**src/rtl/mem_access_unit.sv**
```systemverilog
// Load/store sequencer in front of the data memory: extends loads, splits misaligned accesses.
// Optional MISALIGN_TRAP_EN: misaligned requests complete at once with resp_misaligned=1.
module mem_access_unit #(
  parameter int DM_ADDRESS = 9,
  parameter int DATA_W     = 32
) (
  input  logic                  clk,
  input  logic                  reset,
  input  logic                  req_valid,
  output logic                  req_ready,
  input  logic                  req_write,
  input  logic [2:0]            req_funct3,
  input  logic [31:0]           req_addr,
  input  logic [DATA_W-1:0]     req_wdata,
  output logic                  resp_valid,
  output logic [DATA_W-1:0]     resp_rdata,
  output logic                  resp_misaligned,
  output logic                  busy,
  output logic                  dm_MemRead,
  output logic                  dm_MemWrite,
  output logic [DM_ADDRESS-1:0] dm_a,
  output logic [DATA_W-1:0]     dm_wd,
  output logic [2:0]            dm_Funct3,
  input  logic [DATA_W-1:0]     dm_rd
);

  // state   | meaning
  // IDLE    | waiting for a request, req_ready high
  // LD_LO   | reading the word holding the first byte
  // LD_HI   | reading the following word for a straddling load
  // ST_ONE  | single aligned store
  // ST_BYTE | one byte of a misaligned store per cycle
  // DONE    | one-cycle response
  typedef enum logic [2:0] {IDLE, LD_LO, LD_HI, ST_ONE, ST_BYTE, DONE} state_t;

  state_t                r_state, w_next;
  logic [DM_ADDRESS-1:0] r_addr;
  logic [2:0]            r_funct3;
  logic                  r_write;
  logic [DATA_W-1:0]     r_wdata;
  logic [DATA_W-1:0]     r_w0, r_w1;
  logic [1:0]            r_k;

  // size code: 0 = byte, 1 = halfword, 2 = word
  function automatic logic [1:0] f_size(input logic [2:0] f3);
    case (f3[1:0])
      2'b00:   return 2'd0;
      2'b01:   return 2'd1;
      default: return 2'd2;
    endcase
  endfunction

  function automatic logic f_misal(input logic [1:0] sz, input logic [1:0] off);
    case (sz)
      2'd1:    return off[0];
      2'd2:    return off != 2'b00;
      default: return 1'b0;
    endcase
  endfunction

  logic [1:0]            w_req_size, w_size;
  logic                  w_req_misal, w_ld_fits;
  logic [DM_ADDRESS-1:0] w_word_a, w_next_word_a;
  logic [7:0]            w_wbyte;
  logic [2:0]            w_st_f3;
  logic [2*DATA_W-1:0]   w_shifted;
  logic                  w_sign;

  assign w_req_size    = f_size(req_funct3);
  assign w_req_misal   = f_misal(w_req_size, req_addr[1:0]);
  assign w_size        = f_size(r_funct3);
  assign w_ld_fits     = (w_size == 2'd0) || (w_size == 2'd1 && r_addr[1:0] != 2'b11) ||
                         (r_addr[1:0] == 2'b00);
  assign w_word_a      = {r_addr[DM_ADDRESS-1:2], 2'b00};
  assign w_next_word_a = {r_addr[DM_ADDRESS-1:2] + (DM_ADDRESS-2)'(1), 2'b00};
  assign w_wbyte       = 8'(r_wdata >> {r_k, 3'b000});
  assign w_st_f3       = (w_size == 2'd2) ? 3'b010 : r_funct3;
  assign w_shifted     = {r_w1, r_w0} >> {r_addr[1:0], 3'b000};
  assign w_sign        = ~r_funct3[2];

`ifdef MISALIGN_TRAP_EN
  logic r_mis;
  assign resp_misaligned = (r_state == DONE) && r_mis;
`else
  assign resp_misaligned = 1'b0;
`endif

  always_ff @(posedge clk or posedge reset) begin
    if (reset) begin
      r_state  <= IDLE;
      r_addr   <= '0;
      r_funct3 <= '0;
      r_write  <= 1'b0;
      r_wdata  <= '0;
      r_w0     <= '0;
      r_w1     <= '0;
      r_k      <= '0;
`ifdef MISALIGN_TRAP_EN
      r_mis    <= 1'b0;
`endif
    end else begin
      r_state <= w_next;
      case (r_state)
        IDLE: if (req_valid) begin
          r_addr   <= req_addr[DM_ADDRESS-1:0];
          r_funct3 <= req_funct3;
          r_write  <= req_write;
          r_wdata  <= req_wdata;
          r_w0     <= '0;
          r_w1     <= '0;
          r_k      <= '0;
`ifdef MISALIGN_TRAP_EN
          r_mis    <= w_req_misal;
`endif
        end
        LD_LO:   r_w0 <= dm_rd;
        LD_HI:   r_w1 <= dm_rd;
        ST_BYTE: r_k  <= r_k + 2'd1;
        default: ;
      endcase
    end
  end

  always_comb begin
    w_next      = r_state;
    req_ready   = 1'b0;
    resp_valid  = 1'b0;
    resp_rdata  = '0;
    busy        = 1'b1;
    dm_MemRead  = 1'b0;
    dm_MemWrite = 1'b0;
    dm_a        = '0;
    dm_wd       = '0;
    dm_Funct3   = 3'b000;
    case (r_state)
      IDLE: begin
        req_ready = 1'b1;
        busy      = 1'b0;
        if (req_valid) begin
`ifdef MISALIGN_TRAP_EN
          if (w_req_misal)    w_next = DONE;
          else if (req_write) w_next = ST_ONE;
          else                w_next = LD_LO;
`else
          if (req_write) w_next = w_req_misal ? ST_BYTE : ST_ONE;
          else           w_next = LD_LO;
`endif
        end
      end
      LD_LO: begin
        dm_MemRead = 1'b1;
        dm_a       = w_word_a;
        dm_Funct3  = 3'b010;
        w_next     = w_ld_fits ? DONE : LD_HI;
      end
      LD_HI: begin
        dm_MemRead = 1'b1;
        dm_a       = w_next_word_a;
        dm_Funct3  = 3'b010;
        w_next     = DONE;
      end
      ST_ONE: begin
        dm_MemWrite = 1'b1;
        dm_a        = r_addr;
        dm_wd       = r_wdata;
        dm_Funct3   = w_st_f3;
        w_next      = DONE;
      end
      ST_BYTE: begin
        dm_MemWrite = 1'b1;
        dm_a        = r_addr + DM_ADDRESS'(r_k);
        dm_wd       = {{(DATA_W-8){1'b0}}, w_wbyte};
        // halfword stores stop after two bytes, words after four
        if (r_k == ((w_size == 2'd1) ? 2'd1 : 2'd3)) w_next = DONE;
      end
      DONE: begin
        resp_valid = 1'b1;
        w_next     = IDLE;
        if (!r_write) begin
          case (w_size)
            2'd0:    resp_rdata = {{(DATA_W-8){w_sign & w_shifted[7]}}, w_shifted[7:0]};
            2'd1:    resp_rdata = {{(DATA_W-16){w_sign & w_shifted[15]}}, w_shifted[15:0]};
            default: resp_rdata = w_shifted[DATA_W-1:0];
          endcase
        end
`ifdef MISALIGN_TRAP_EN
        if (r_mis) resp_rdata = '0;
`endif
      end
      default: w_next = IDLE;
    endcase
  end

endmodule

```
**config.mk**
```make
export PLATFORM = sky130hd
export DESIGN_NAME = mem_access_unit
export DESIGN_NICKNAME = d
export VERILOG_FILES = /design/src/rtl/mem_access_unit.sv
export SDC_FILE = /design/constraint.sdc
export NUM_CORES = 1
export LEC_CHECK = 0
export ABC_AREA = 1
export CAP_MARGIN = 0
export CORE_AREA = 10 10 160 162
export DETAILED_ROUTE_END_ITERATION = 10
export DIE_AREA = 0 0 170 172
export PLACE_DENSITY = 0.64
export SETUP_SLACK_MARGIN = 0.3
export SYNTH_ARGS = -nofsm -noshare
export SYNTH_HDL_FRONTEND = slang
export SYNTH_SLANG_ARGS = --single-unit
```
**constraint.sdc**
```tcl
create_clock -name clk -period 5.9 [get_ports clk]
set_input_delay 0.885 -clock clk [delete_from_list [all_inputs] [get_ports clk]]
set_output_delay 0.885 -clock clk [all_outputs]
set_load 0.02 [all_outputs]
```
==> results.toml <==
[min_path]
holdPathStages = 2
min_from = "r_write$_DFFE_PP0P_"
min_path_type = "flip-flop to flip-flop"
worstHoldEndpoint = "r_write$_DFFE_PP0P_"

[floorplan]
fp.dieH_um = 172
ios = 185
core_area_mm2 = 0.0224
die_w_um = 170
start_util_pct = 29.6
fp.dieArea_mm2 = 0.0292
placementRows = 55

[critical_path]
reg2reg_from = "r_addr[1]$_DFFE_PP0P_"
crit_chain = "inv_2 > fa_1 > inv_1 > nand3_1 > nand2_1 > nand3_1 > nand3_1 > clkdlybuf4s50_1"
criticalPathCategory = "flip-flop to output pin"
r2r_end = "r_state[0]$_DFFE_PP0P_"
crit_arrival_ns = 3.68
required_ns = 5.02
cp-end-kind = "output pin"
path_delay_family = "buffers and inverters"
slowest_stage = "dfrtp_1"
crit_path_max_incr_delay_ns = 1.00
reg2regPathDepth = 6
crit_fanout = 43
reg2reg_setup_slack_ns = 3.59
path_common_cell = "nand3_1"
path_depth = 8
crit_buf_inv = 3
crit_path_start_kind = "flip-flop"

[yosys]
ys_warn_count = 0
synth-main-ff-cell = "dfrtp_1"
syn_nets = 1037
ys_types = 37
synthTopCellsByArea = "dfrtp_1, nand2_1, nand3_1, inv_1, a21oi_2"
syn_avg_cell_area_um2 = 7.11
syn-cell-area_mm2 = 0.00662
synth-edff-count = 0
synthArstFlopShare_pct = 100
synth_top_area_share_pct = 40.1
yosysTopAreaCell = "dfrtp_1"
synth_common_cells = "nand2_1, nand3_1, inv_1, dfrtp_1, nor2_1"
ys_seq_area_share_pct = 40.1
syn_inst = 930
yosysMostFrequentCell = "nand2_1"
synth-seq-cells = 106

[drt]
drt-initial-drc-count = 454
route.detailed.wl_per_inst_um = 16.8
vias = 6544
wl_um = 22500
viasPerCell = 4.89
detail_route.first_pass.iterations = 6
remaining_drc_errors = 0
antenna_left = 0

[cts]
cts_buffers = 9
cts.sinks = 106
cts_setup_buffers = 0
h-tree-depth = 3
cts_tree = "done"
clk_pin_slew_ns = 0.08
cts_max_path_buffers = 2
clk_latency_ns = 0.36
hold_buffers = 0
cts_resized = 0
ctsRootBufferMaster = "clkbuf_16"

[sta]
setup_ws_ns = 1.33
finalCritPeriodShare_pct = 77.4
finClkSkew_ns = 0.00857
drv_slew = 0
hold_viol = 0
rsz0062_at_grt = "false"
setup_viol = 0
clock.fmax_mhz = 219
fin_tns_setup_ns = 0
post-route-min-period_ns = 4.57
worstMarginPinSlew_ns = 1.20
maxSlewHeadroom_pct = 19.5

[finish]
syn2layout_area_growth_pct = 29.2
fillers = 2372
drive_gt1_share_pct = 7.32
nets = 1154

[global_route]
track_usage_pct = 15.2
grt_pass1_wl_um = 35200
grt_pass1_vias = 6367
grt_overflow_total = 0
grt_max_degree = 55
antenna_found_initial = 2

[power_and_ir_drop]
pwr_density_cell_mw_per_mm2 = 532
p_leak_nw = 4.03
max-vdd-ir-drop_mv = 0.248

[placed_design]
io_buffer_count = 160
hpwlAfterDp_um = 16300
gp_congestion = 0.901
pre_cts_slack_ns = 1.72

[outcome]
status = "finished clean"

[run]
max_cap_viol_count = 0
==> area by class of cell <==
cell class | instances | area, µm² | share of cell area [%]
Clock buffer | 9 | 225 | 2.63
Multi-Input combinational cell | 648 | 3140 | 36.8
Antenna cell | 1 | 2.50 | 0.0293
Timing Repair Buffer | 167 | 1650 | 19.4
Inverter | 115 | 442 | 5.17
Tap cell | 285 | 357 | 4.17
Sequential cell | 106 | 2650 | 31.0
Clock inverter | 7 | 73.8 | 0.864
==> worst min-delay path, stage by stage, from the launching register on <==
cell,delay (ns)
dfrtp_1,0.35
nand2_1,0.05
o21ai_1,0.06
==> per-stage QoR <==
| step | area, µm² | util (%) | total power, W | hold WS, ns | instances |
|---|---|---|---|---|---|
| after floorplan | 6620 | - | 0.00313 | 0.459 | 930 |
| after CTS | 8550 | 38.2 | 0.00457 | 0.498 | 1337 |
| after global placement | 8250 | 36.9 | 0.00389 | 0.471 | 1321 |
| after detailed placement | 8250 | 36.9 | 0.00393 | 0.479 | 1321 |
| final | 8550 | 38.2 | 0.00454 | 0.498 | 1338 |
| after global routing | 8550 | 38.2 | 0.00493 | 0.512 | 1337 |
==> how the worst max path moves through the flow <==
stage	to	start
after detailed placement	dm_a[8]	r_addr[1]$_DFFE_PP0P_
after CTS	dm_a[8]	r_addr[1]$_DFFE_PP0P_
after floorplan	r_addr[0]$_DFFE_PP0P_	reset
after global placement	dm_a[8]	r_addr[1]$_DFFE_PP0P_
final	dm_a[8]	r_addr[1]$_DFFE_PP0P_
after global routing	dm_a[8]	r_addr[1]$_DFFE_PP0P_
==> cell usage in the layout, fill, tap and decap left out, types with 3 or more instances in the layout <==
cell type | Yosys | routed
buf_4 | 7 | 7
nand4_1 | 3 | 3
nand3_1 | 136 | 135
a21oi_1 | 52 | 52
nor2_1 | 82 | 82
dfrtp_1 | 106 | 106
clkbuf_16 | 0 | 9
a21oi_2 | 38 | 38
nand2_1 | 228 | 228
clkdlybuf4s50_1 | 0 | 160
inv_1 | 109 | 108
o22ai_1 | 15 | 15
ha_1 | 3 | 3
o21ai_0 | 62 | 62
a31oi_1 | 7 | 7
inv_6 | 1 | 4
o21ai_1 | 4 | 4
inv_2 | 3 | 3
==> cells by family (layout without fill, tap and decap cells) <==
group                    Yosys count  count (layout)  synth area share, %
adder cells (fa/ha/maj)            4               4                0.870
other                              1               2               0.0567
AND/OR/NAND/NOR                  462             462                 30.1
buffers and inverters            176             298                 12.5
AO/OA/AOI/OAI                    181             181                 16.4
flip-flops                       106             106                 40.1
==> flip-flops by register name, summed over array words and instances (netlist names) <==
signal / flops
r_addr: 9
r_funct3: 3
r_k: 2
r_state: 3
r_w0: 32
r_w1: 24
r_wdata: 32
r_write: 1
==> power breakdown <==
part           leakage [nW]  internal (W)  switching, W  total [W]
Combinational          2.59      0.000930       0.00162    0.00255
Sequential             1.30       0.00105      0.000315    0.00136
Clock                 0.147      0.000333      0.000301   0.000634
==> layer usage <==
| layer | up-vias | global-route usage [%] | part of all wire [%] |
|---|---|---|---|
| met5 | - | 0 | 0.080 |
| met4 | 2 | 4.27 | 1.6 |
| met3 | 29 | 6.02 | 11 |
| met2 | 240 | 24.3 | 46 |
| met1 | 3050 | 18.6 | 42 |
| li1 | 3223 | - | - |
No activity file was read; power rests on OpenSTA's default activity.
